### src/rtl/carry_pred_ctrl_if.sv
// Operand/result handshake bundle for carry_pred_ctrl.
// master drives operands and result-ready; slave is the controller.
interface carry_pred_ctrl_if #(
  parameter int WIDTH = 16,
  parameter int SEG   = 4
);
  localparam int NSEG = WIDTH / SEG;
  localparam int IW   = $clog2(NSEG);

  logic             valid_i;
  logic             ready_o;
  logic [WIDTH-1:0] a_i;
  logic [WIDTH-1:0] b_i;
  logic             valid_o;
  logic             ready_i;
  logic [WIDTH:0]   sum_o;
  logic             err_o;
  logic [IW-1:0]    iter_o;
  logic [NSEG-1:0]  sel_o;
  logic [NSEG-1:0]  ci_prdt_o;

  modport master (
    output valid_i, a_i, b_i, ready_i,
    input  ready_o, valid_o, sum_o, err_o, iter_o, sel_o, ci_prdt_o
  );

  modport slave (
    input  valid_i, a_i, b_i, ready_i,
    output ready_o, valid_o, sum_o, err_o, iter_o, sel_o, ci_prdt_o
  );
endinterface

### src/rtl/carry_pred_ctrl.sv
// Speculative segmented-adder controller: predicts segment carries, detects mispredictions.
// Define CSEL_RECOVERY_EN to iterate with exact carries until the sum is exact.
module carry_pred_ctrl #(
  parameter int WIDTH = 16,
  parameter int SEG   = 4
) (
  input  logic              clk,
  input  logic              rst,
  carry_pred_ctrl_if.slave  bus
);
  localparam int NSEG = WIDTH / SEG;
  localparam int IW   = $clog2(NSEG);

  typedef enum logic [1:0] {IDLE, EVAL, DONE} state_t;

  state_t           state;
  logic [WIDTH-1:0] a_r;
  logic [WIDTH-1:0] b_r;
  logic [NSEG-1:0]  sel_r;
  logic [NSEG-1:0]  ci_prdt;
  logic [NSEG-1:0]  m;
  logic [WIDTH:0]   sum_r;
  logic [WIDTH:0]   sum_c;
  logic             err_r;
  logic             carry;
  logic             cin;
  logic [SEG:0]     seg_sum;
`ifdef CSEL_RECOVERY_EN
  logic [IW-1:0]    iter_cnt;
  logic [IW-1:0]    iter_r;
`endif

  // Predicted carry into segment k is the generate of the previous segment's MSB.
  always_comb begin
    ci_prdt = '0;
    for (int k = 1; k < NSEG; k++) begin
      ci_prdt[k] = a_r[k*SEG-1] & b_r[k*SEG-1];
    end
  end

  // Ripple through segments; carry holds the previous segment's local carry-out.
  always_comb begin
    sum_c   = '0;
    m       = '0;
    carry   = 1'b0;
    cin     = 1'b0;
    seg_sum = '0;
    for (int k = 0; k < NSEG; k++) begin
      if (k == 0) begin
        cin = 1'b0;
      end else begin
        cin  = sel_r[k] ? ci_prdt[k] : carry;
        m[k] = sel_r[k] & (ci_prdt[k] != carry);
      end
      seg_sum = {1'b0, a_r[k*SEG +: SEG]} + {1'b0, b_r[k*SEG +: SEG]} + {{SEG{1'b0}}, cin};
      sum_c[k*SEG +: SEG] = seg_sum[SEG-1:0];
      carry = seg_sum[SEG];
    end
    sum_c[WIDTH] = carry;
  end

  // Control FSM; each recovery round pins every mismatched segment to its actual carry.
  always_ff @(posedge clk or posedge rst) begin
    if (rst) begin
      state <= IDLE;
      a_r   <= '0;
      b_r   <= '0;
      sel_r <= '0;
      sum_r <= '0;
      err_r <= 1'b0;
`ifdef CSEL_RECOVERY_EN
      iter_cnt <= '0;
      iter_r   <= '0;
`endif
    end else begin
      case (state)
        IDLE: begin
          if (bus.valid_i) begin
            a_r   <= bus.a_i;
            b_r   <= bus.b_i;
            sel_r <= {{(NSEG-1){1'b1}}, 1'b0};
`ifdef CSEL_RECOVERY_EN
            iter_cnt <= '0;
`endif
            state <= EVAL;
          end
        end
        EVAL: begin
`ifdef CSEL_RECOVERY_EN
          if (iter_cnt == '0) err_r <= |m;
          if (m == '0) begin
            sum_r  <= sum_c;
            iter_r <= iter_cnt;
            state  <= DONE;
          end else begin
            sel_r    <= sel_r & ~m;
            iter_cnt <= iter_cnt + 1'b1;
          end
`else
          err_r <= |m;
          sum_r <= sum_c;
          state <= DONE;
`endif
        end
        DONE: begin
          if (bus.ready_i) state <= IDLE;
        end
        default: state <= IDLE;
      endcase
    end
  end

  assign bus.ready_o   = (state == IDLE);
  assign bus.valid_o   = (state == DONE);
  assign bus.sum_o     = sum_r;
  assign bus.err_o     = err_r;
  assign bus.sel_o     = sel_r;
  assign bus.ci_prdt_o = ci_prdt;
`ifdef CSEL_RECOVERY_EN
  assign bus.iter_o    = iter_r;
`else
  assign bus.iter_o    = '0;
`endif
endmodule
### src/flat_wrapper.sv
// flat-port wrapper written by rule: the top's interface ports become plain ports
module carry_pred_ctrl_flat 
#(
  parameter int WIDTH = 16,
  parameter int SEG   = 4
)
  (clk, rst, bus_valid_i, bus_a_i, bus_b_i, bus_ready_i, bus_ready_o, bus_valid_o, bus_sum_o, bus_err_o, bus_iter_o, bus_sel_o, bus_ci_prdt_o);
  carry_pred_ctrl_if #(.WIDTH(WIDTH), .SEG(SEG)) bus_i ();
  input  logic clk;
  input  logic rst;
  input wire logic [$bits(bus_i.valid_i)-1:0] bus_valid_i;
  input wire logic [$bits(bus_i.a_i)-1:0] bus_a_i;
  input wire logic [$bits(bus_i.b_i)-1:0] bus_b_i;
  input wire logic [$bits(bus_i.ready_i)-1:0] bus_ready_i;
  output wire logic [$bits(bus_i.ready_o)-1:0] bus_ready_o;
  output wire logic [$bits(bus_i.valid_o)-1:0] bus_valid_o;
  output wire logic [$bits(bus_i.sum_o)-1:0] bus_sum_o;
  output wire logic [$bits(bus_i.err_o)-1:0] bus_err_o;
  output wire logic [$bits(bus_i.iter_o)-1:0] bus_iter_o;
  output wire logic [$bits(bus_i.sel_o)-1:0] bus_sel_o;
  output wire logic [$bits(bus_i.ci_prdt_o)-1:0] bus_ci_prdt_o;
  assign bus_i.valid_i = bus_valid_i;
  assign bus_i.a_i = bus_a_i;
  assign bus_i.b_i = bus_b_i;
  assign bus_i.ready_i = bus_ready_i;
  assign bus_ready_o = bus_i.ready_o;
  assign bus_valid_o = bus_i.valid_o;
  assign bus_sum_o = bus_i.sum_o;
  assign bus_err_o = bus_i.err_o;
  assign bus_iter_o = bus_i.iter_o;
  assign bus_sel_o = bus_i.sel_o;
  assign bus_ci_prdt_o = bus_i.ci_prdt_o;
  carry_pred_ctrl #(.WIDTH(WIDTH), .SEG(SEG)) u_core (.clk(clk), .rst(rst), .bus(bus_i));
endmodule
### config.mk
export PLATFORM = sky130hd
export DESIGN_NAME = carry_pred_ctrl_flat
export DESIGN_NICKNAME = d
export VERILOG_FILES = /design/src/rtl/carry_pred_ctrl_if.sv /design/src/rtl/carry_pred_ctrl.sv /design/src/flat_wrapper.sv
export SDC_FILE = /design/constraint.sdc
export NUM_CORES = 1
export LEC_CHECK = 0
export ABC_AREA = 1
export CORE_MARGIN = 2
export CORE_UTILIZATION = 53
export DETAILED_ROUTE_END_ITERATION = 8
export PLACE_DENSITY = 0.85
export SLEW_MARGIN = 10
export SYNTH_ARGS = -nofsm -noshare
export SYNTH_HDL_FRONTEND = slang
export SYNTH_SLANG_ARGS = --single-unit
### constraint.sdc
create_clock -name clk -period 8.4 [get_ports clk]
set_clock_uncertainty 0.1 [all_clocks]
set_input_delay 0.84 -clock clk [delete_from_list [all_inputs] [get_ports clk]]
set_output_delay 0.84 -clock clk [all_outputs]
set_load 0.01 [all_outputs]
Word-level counts from Yosys, hierarchy flattened
Cells that the tools add are included.
Storage, ports and cells
  register bits after elaboration: 53
  input bits: 36
  output and inout bits: 30
  logic and storage cells: 36
Operators by class
  $add $sub $neg: 7
  eq/ne operators: 7
  multiplexer cells: 6
  bitwise operators: 6
  reduce and logical (&&, ||, !) cells: 4
Operators with widths (count)
  adder 4 x 4 -> 5 bit: 4
  adder 5 x 1 -> 5 bit: 3
  AND 1 bit: 6
  one-hot mux 2 bit (3 select lines): 1
  two-way mux 2 bit: 2
  inequality test 2 bit (second input constant): 2
  AND reduction 2 bit: 2
  two-way mux 1 bit: 3
  inequality test 1 bit: 3
  OR reduction 3 bit: 1
  equality test 2 x 1 -> 1 bit (second input constant): 1
  equality test 2 bit (second input constant): 1
  zero test 2 bit: 1

Longest topological paths before layout
Gate-level depths: netlist of the first run.
  depth after elaboration: 8
  gate-level depth with buffers: 25
  mapped depth without buffers: 25

Least setup slack after synthesis of the first run
OpenSTA, ideal clock, no wires.
  path type: register to register
  start: reg u_core.b_r[0]
  end: reg u_core.sum_r[13], in the netlist u_core.bus.sum_o[13]
  arrival: 4.292 ns
  data required time: 8.217 ns
  path slack: 3.926 ns
  stages on the path, launching flop included: 22
  path buffers: 0
  cells stage by stage: dfrtp_1 -> ha_1 -> fa_1 -> nand2_1 -> nand2_1 -> nand2_1 -> nor2_1 -> fa_1 -> fa_1 -> nand2_1 -> nand2_1 -> nand2_1 -> nor2_1 -> fa_1 -> fa_1 -> nand2_1 -> nand2_1 -> a31o_2 -> fa_1 -> inv_1 -> fa_1 -> o21ai_0
Between the ends
  longest elaborated chain between the ends: 7
RTL lines
  start: declaration: RTL line carry_pred_ctrl.sv:18  | logic [WIDTH-1:0] b_r;
  start signal: assignment: RTL line carry_pred_ctrl.sv:80  | b_r <= bus.b_i;
  adder 4 x 4 -> 5 bit: RTL line carry_pred_ctrl.sv:55  | seg_sum = {1'b0, a_r[k*SEG +: SEG]} + {1'b0, b_r[k*SEG +: SEG]} + {{SEG{1'b0}}, cin};
  two-way mux 1 bit: RTL line carry_pred_ctrl.sv:52  | cin = sel_r[k] ? ci_prdt[k] : carry;
  adder 5 x 1 -> 5 bit: RTL line carry_pred_ctrl.sv:55
  two-way mux 1 bit: RTL line carry_pred_ctrl.sv:52
  adder 5 x 1 -> 5 bit: RTL line carry_pred_ctrl.sv:55
  two-way mux 1 bit: RTL line carry_pred_ctrl.sv:52
  adder 5 x 1 -> 5 bit: RTL line carry_pred_ctrl.sv:55
  end signal: assignment: RTL line carry_pred_ctrl.sv:101  | sum_r <= sum_c;
  end: declaration: RTL line carry_pred_ctrl.sv:22  | logic [WIDTH:0] sum_r;
Every way passes these cells.
A chain may end at the register's enable or synchronous reset.

Worst setup path after layout of the first run
  start: reg u_core.b_r[0]
  end: reg u_core.sum_r[16], in the netlist u_core.bus.sum_o[16]
The elaborated chain is that of the path after synthesis.

==> key figures, run 1 <==
Cells and area
  – Layout cells sized above 1: 6.630%
  – Diodes inserted: 0
  – Most frequent cells in the layout: nand2_1, clkdlybuf4s50_1, dfrtp_1, nor2_1
  – Fin area: 3347 um2
  – Fillcell total: 366
  – P&R area growth vs syn: 24.94%
  – Final net count: 418
  – Commonest non-fill, non-tap cell in the layout: nand2_1

Global route
  – First-pass GRT wire length: 9370 um
  – GRT Total Usage: 22.38%
  – Vias in the first global route: 2066
  – Largest net degree at the start of global routing: 54
  – Initial antenna violation count: 0
  – GR Overflow Total: 0

CTS
  – Cts repair resizes: 0
  – Clock-pin slew on the worst setup and hold paths: 0.08 ns
  – Htree depth: 2
  – Hold-fix buffer count after cts: 0
  – Clock Latency Late Sink: 0.30 ns
  – Post-CTS Setup Repair Bufs: 0
  – Clock Path Buffers: 2
  – CTS tree: built
  – CTS root buffer: clkbuf_8
  – CTS sink count: 53
  – Num CTS Buffers: 5

Synth
  – Sequential area share after synthesis: 49.51%
  – Yosys cell types: 23
  – Top cells by area, synth: dfrtp_1, nand2_1, ha_1, fa_1, buf_4
  – Mapped Area: 2679 um2
  – Syn Inst Count: 305
  – Synth warn: 0
  – Synthesis-stage register bit count: 53
  – Yosys top cell by area: dfrtp_1
  – Syn avg cell area: 8.783 um2
  – Yosys top cell area share: 49.51%

STA
  – Fin. Hold Viols: 0
  – Slew headroom: 29.71%
  – Final setup viols: 0
  – Final min period: 4.775 ns
  – Final worst path period share: 56.84%
  – RSZ-0062 raised after global routing: no
  – Worst-margin pin slew: 1.053 ns
  – Maximum clock frequency: 209.4 MHz
  – TNS Setup: 0 ns
  – Slew Limit Fails: 0

Die
  – Initial Utilization: 55.97%
  – Die area: 5639 um2
  – Die height: 75.10 um
  – Die Wd: 75.10 um
  – Core area: 4786 um2
  – # IOs: 66
  – Site row count: 25

Setup path
  – Crit. End Element: flop
  – CP delay by family, top: adder cells
  – Critical path required time: 8.49 ns
  – Worst path max stage delay: 0.41 ns
  – Worst EP arrival: 4.87 ns
  – Slowest stage cell, crit path: fa_1
  – Most used cell, CP: nand2_1
  – Setup crit start kind: flop
  – Count of buffer and inverter cells on the critical path: 2
  – Critical path type: flop to flop
  – Max FO, Critical Path: 2

Drt
  – Met1 Wirelength: 2439 um
  – Via density per instance: 4.851
  – Wire per inst: 12.40 um
  – Met2 wire length: 2498 um
  – DRT iter0 DRCs: 144
  – Drt first pass iters: 4
  – WL final: 5320 um
  – Via count: 2081
  – Post-route antenna net violation count: 0
  – Uppermost layer routed: met4
  – # DRC: 0
  – Met3 wire length: 265 um

Place
  – DP HPWL: 3931 um
  – Final Wtd Congestion: 0.9053
  – IO Port Bufs: 61
  – Placed instance area: 3261 um2

Job
  – Max Cap Viol: 0

Power
  – Pwr Total: 1.219 mW
  – PwrDens: 364.3 nW/um2
  – Peak supply drop: 192.5 uV
  – Lkg Pwr: 1.712 nW

Hold path
  – HP Class: flop to flop

Outcome
  – Status: finished clean
-- kinds of logic (layout without fill, tap and decap cells) --
family | Yosys count | count (layout) | synth area share (%)
AO/OA/AOI/OAI | 14 | 14 | 2.756
AND/OR/NAND/NOR | 188 | 188 | 29.38
other | 1 | 4 | 0.1400
buffers and inverters | 29 | 83 | 6.912
flip-flops | 53 | 53 | 49.51
adder cells (fa/ha/maj) | 20 | 20 | 11.30
-- worst paths after layout --
path                                                  start                          endpoint  slack [ns]  depth (start not counted)
max in group asynchronous                               rst        u_core.a_r[15]$_DFFE_PP0P_        6.53                          2
min                        u_core.bus.sum_o[12]$_DFFE_PP0N_  u_core.bus.sum_o[12]$_DFFE_PP0N_        0.37                          2
min in group asynchronous                               rst  u_core.bus.sum_o[11]$_DFFE_PP0N_        1.01                          2
min reg2reg                u_core.bus.sum_o[12]$_DFFE_PP0N_  u_core.bus.sum_o[12]$_DFFE_PP0N_        0.37                          2
max reg2reg                       u_core.b_r[0]$_DFFE_PP0P_  u_core.bus.sum_o[16]$_DFFE_PP0N_        3.63                         25
max                               u_core.b_r[0]$_DFFE_PP0P_  u_core.bus.sum_o[16]$_DFFE_PP0N_        3.63                         25
-- stage by stage --
stage          setup WS [ns]  util, %  instances  hold WS [ns]
6_report               3.625    69.93        429        0.3727
5_1_grt                3.252    69.93        429        0.3990
4_1_cts                3.673    69.93        429        0.3800
3_5_place_dp           3.677    68.13        422        0.3584
3_3_place_gp           3.816    68.13        422        0.3544
2_1_floorplan          3.926        -        308        0.3528
-- worst register-to-register path, stage by stage, from the launching register on --
cell and delay [ns]:
dfrtp_1 0.39, ha_1 0.23, fa_1 0.40, nand2_1 0.11
nand2_1 0.07, nand2_1 0.06, nor2_1 0.04, fa_1 0.41
fa_1 0.41, nand2_1 0.11, nand2_1 0.08, nand2_1 0.06
nor2_1 0.05, fa_1 0.40, fa_1 0.39, nand2_1 0.10
nand2_1 0.07, a31o_2 0.21, fa_1 0.38, inv_1 0.08
fa_1 0.15, inv_1 0.05, nand2_1 0.08, a21oi_1 0.07
nor3_1 0.14, nor2_1 0.06
-- synthesized netlist by cell type (all sizes together) --
master / number
inv: 15
ha: 13
dfrtp: 53
fa: 7
a21oi: 5
nand3: 13
nor2: 18
nand2: 153
or2: 1
o21ai: 8
nand3b: 2
a31o: 1
conb: 1
buf: 14
nor3: 1
-- flip-flops by register name, summed over array words and instances (netlist names) --
signal / count
u_core.bus.sum_o: 17
u_core.bus.sel_o: 1
u_core.a_r: 16
u_core.state: 2
u_core.bus.err_o: 1
u_core.b_r: 16
-- report_power, final --
| group | internal [mW] | total [mW] | switching, mW | leakage [nW] |
|---|---|---|---|---|
| registers | 0.376 | 0.465 | 0.0881 | 0.651 |
| logic | 0.279 | 0.615 | 0.336 | 1.02 |
| clock network | 0.0655 | 0.140 | 0.0743 | 0.0443 |
-- routing by layer --
layer / track usage (%) / up-vias
met5: 0 / -
li1: - / 1045
met2: 34.11 / 57
met4: 7.738 / 0
met1: 31.50 / 968
met3: 5.622 / 11
-- cell type report --
cell class                      instances  area, um2  share of cell area (%)
Clock buffer                            7      86.33                   2.579
Inverter                               15      61.31                   1.832
Multi-Input combinational cell        226       1179                   35.21
Sequential cell                        53       1326                   39.63
Tap cell                               67      83.83                   2.505
Timing Repair Buffer                   61      610.6                   18.24
No activity file was read; power rests on OpenSTA's default activity.
==> run 2: changes to the inputs <==
--- a/config.mk
+++ b/config.mk
@@ -7,9 +7,9 @@
 export LEC_CHECK = 0
 export ABC_AREA = 1
 export CORE_MARGIN = 2
-export CORE_UTILIZATION = 53
+export CORE_UTILIZATION = 49
 export DETAILED_ROUTE_END_ITERATION = 8
-export PLACE_DENSITY = 0.85
+export PLACE_DENSITY = 0.79
 export SLEW_MARGIN = 10
 export SYNTH_ARGS = -nofsm -noshare
 export SYNTH_HDL_FRONTEND = slang
==> constraint.sdc (replaced) <==
create_clock -name clk -period 5 [get_ports clk]
set_clock_uncertainty 0.1 [all_clocks]
set_input_delay 0.5 -clock clk [delete_from_list [all_inputs] [get_ports clk]]
set_output_delay 0.5 -clock clk [all_outputs]
set_load 0.01 [all_outputs]
==> run 2 against run 1 <==
Effect of this change:
- flip-flop and latch count did not move
- global-route usage down 2.4 points
- sequential power increased by 69%
- combinational power grew 67%
- count of clock-buffer cells in the layout grew 1
- register-to-register slack lost 3.3 ns
- critical path type unchanged
- final area hardly changed
- critical endpoint unchanged
- cell count up 0.93%
- fmax increased by 2.6%
- largest power group unchanged
- highest routed layer unchanged
- sequential share of layout area about the same
==> key figures, run 2 (same netlist as run 1, synthesis figures left out) <==
Place
  – DP HPWL: 4039 um (was 3931 um)
  – Final Wtd Congestion: 0.8281 (was 0.9053)
  – IO Port Bufs: 61 (unchanged)
  – Setup WS pre-CTS: 0.2674 ns (was 3.677 ns)

Cells and area
  – P&R area growth vs syn: 25.03% (was 24.94%)
  – Max reg flops: 17 (unchanged)
  – Storage element area: 1326 um2 (unchanged)
  – Area of the multi-input gates: 1184 um2 (was 1179 um2)
  – Layout cells sized above 1: 6.887% (was 6.630%)
  – Most frequent cells in the layout: nand2_1, clkdlybuf4s50_1, dfrtp_1, nor2_1 (unchanged)
  – Commonest non-fill, non-tap cell in the layout: nand2_1 (unchanged)
  – Diodes inserted: 0 (unchanged)
  – Final net count: 418 (unchanged)
  – Fillcell total: 444 (was 366)

Drt
  – Drt first pass iters: 4 (unchanged)
  – Post-route antenna net violation count: 0 (unchanged)
  – # DRC: 0 (unchanged)
  – Wire per inst: 13.06 um (was 12.40 um)
  – Via count: 2117 (was 2081)
  – Via density per instance: 4.889 (was 4.851)
  – WL final: 5653 um (was 5320 um)
  – DRT iter0 DRCs: 101 (was 144)

Hold path
  – HP Class: flop to flop (unchanged)

STA
  – TNS Setup: 0 ns (unchanged)
  – Slew headroom: 28.10% (was 29.71%)
  – Final worst path period share: 93.07% (was 56.84%)
  – Final setup viols: 0 (unchanged)
  – RSZ-0062 raised after global routing: no (unchanged)
  – Slew Limit Fails: 0 (unchanged)
  – Final min period: 4.654 ns (was 4.775 ns)
  – Fin. Hold Viols: 0 (unchanged)
  – Worst-margin pin slew: 1.077 ns (was 1.053 ns)
  – WHS: 0.3821 ns (was 0.3727 ns)
  – Worst setup margin: 0.3464 ns (was 3.625 ns)
  – Maximum clock frequency: 214.9 MHz (was 209.4 MHz)

Job
  – Max Cap Viol: 0 (unchanged)

Global route
  – Largest net degree at the start of global routing: 54 (unchanged)
  – First-pass GRT wire length: 9625 um (was 9370 um)
  – Gr busiest metal: met2 (unchanged)
  – Vias in the first global route: 2129 (was 2066)
  – Grt met1 use: 26.43% (was 31.50%)
  – Met3 usage: 4.186% (was 5.622%)
  – GRT Total Usage: 19.98% (was 22.38%)
  – Met2 usage: 33.36% (was 34.11%)
  – Initial antenna violation count: 0 (unchanged)
  – GR Overflow Total: 0 (unchanged)

Die
  – Site row count: 26 (was 25)
  – Die area: 6075 um2 (was 5639 um2)
  – Die Wd: 77.94 um (was 75.10 um)
  – Die height: 77.94 um (was 75.10 um)
  – Core area: 5205 um2 (was 4786 um2)
  – Initial Utilization: 51.47% (was 55.97%)
  – # IOs: 66 (unchanged)

Power
  – Lkg Pwr: 1.704 nW (was 1.712 nW)
  – Peak supply drop: 303.2 uV (was 192.5 uV)
  – PwrDens: 613.7 nW/um2 (was 364.3 nW/um2)

CTS
  – Cts repair resizes: 0 (unchanged)
  – Clock-pin slew on the worst setup and hold paths: 0.09 ns (was 0.08 ns)
  – Clock Latency Late Sink: 0.31 ns (was 0.30 ns)
  – CTS root buffer: clkbuf_8 (unchanged)
  – CTS sink count: 53 (unchanged)
  – Clock Path Buffers: 2 (unchanged)
  – Post-CTS Setup Repair Bufs: 0 (unchanged)
  – Num CTS Buffers: 5 (unchanged)
  – Htree depth: 2 (unchanged)
  – Hold-fix buffer count after cts: 0 (unchanged)
  – CTS tree: built (unchanged)

Setup path
  – Worst EP arrival: 4.76 ns (was 4.87 ns)
  – Setup crit start kind: flop (unchanged)
  – CP delay by family, top: adder cells (unchanged)
  – Critical path required time: 5.11 ns (was 8.49 ns)
  – Crit. End Element: flop (unchanged)
  – Count of buffer and inverter cells on the critical path: 2 (unchanged)
  – Slowest stage cell, crit path: dfrtp_1 (was fa_1)
  – Critical path type: flop to flop (unchanged)
  – Most used cell, CP: nand2_1 (unchanged)
  – Worst path max stage delay: 0.41 ns (about the same)
  – Max FO, Critical Path: 2 (unchanged)

Outcome
  – Status: finished clean (unchanged)
-- run 2: cell types whose count changed in the layout (fill, tap and decap cells not counted), sizes merged --
| cell | change |
|---|---|
| clkbuf | +1 |
-- run 2: metal layers --
layer	vias to the layer above	part of all wire, %
met3	6	5.4
li1	1045	-
met1	999	45
met2	67	48
met4	0	1.1
met5	-	0
-- run 2: final cells by class --
type,count,area share (%)
Clock buffer,8,2.391
Inverter,15,1.830
Multi-Input combinational cell,226,35.34
Sequential cell,53,39.60
Tap cell,70,2.615
Timing Repair Buffer,61,18.23
-- run 2: worst paths after layout --
check / depth (start not counted) / slack (ns) / startpoint / to
max reg2reg: 25 / 0.35 / u_core.b_r[0]$_DFFE_PP0P_ / u_core.bus.sum_o[16]$_DFFE_PP0N_
min reg2reg: 2 / 0.38 / u_core.bus.sum_o[4]$_DFFE_PP0N_ / u_core.bus.sum_o[4]$_DFFE_PP0N_
min: 2 / 0.38 / u_core.bus.sum_o[4]$_DFFE_PP0N_ / u_core.bus.sum_o[4]$_DFFE_PP0N_
min in group asynchronous: 2 / 0.67 / rst / u_core.bus.sum_o[9]$_DFFE_PP0N_
max in group asynchronous: 2 / 3.47 / rst / u_core.a_r[6]$_DFFE_PP0P_
max: 25 / 0.35 / u_core.b_r[0]$_DFFE_PP0P_ / u_core.bus.sum_o[16]$_DFFE_PP0N_
-- run 2: per-stage QoR --
step                cell area [um2]  cells  power, mW  utilization [%]
floorplan                      2690    308      1.467                -
finish                         3349    433      2.056            64.35
CTS                            3344    433      2.054            64.25
detailed placement             3264    425      1.817            62.72
global route                   3349    433      2.247            64.35
global placement               3264    425      1.775            62.72
-- run 2: tightest hold or removal path, cell delays in order, from the launching register on --
cell and delay [ns]:
dfrtp_1 0.36, nand2_1 0.05, nand2_1 0.04
-- run 2: power breakdown --
part | switching [mW] | total, mW | leakage (nW) | internal [mW]
Combinational | 0.563 | 1.03 | 1.01 | 0.468
Sequential | 0.153 | 0.785 | 0.651 | 0.632
Clock | 0.139 | 0.239 | 0.0395 | 0.100
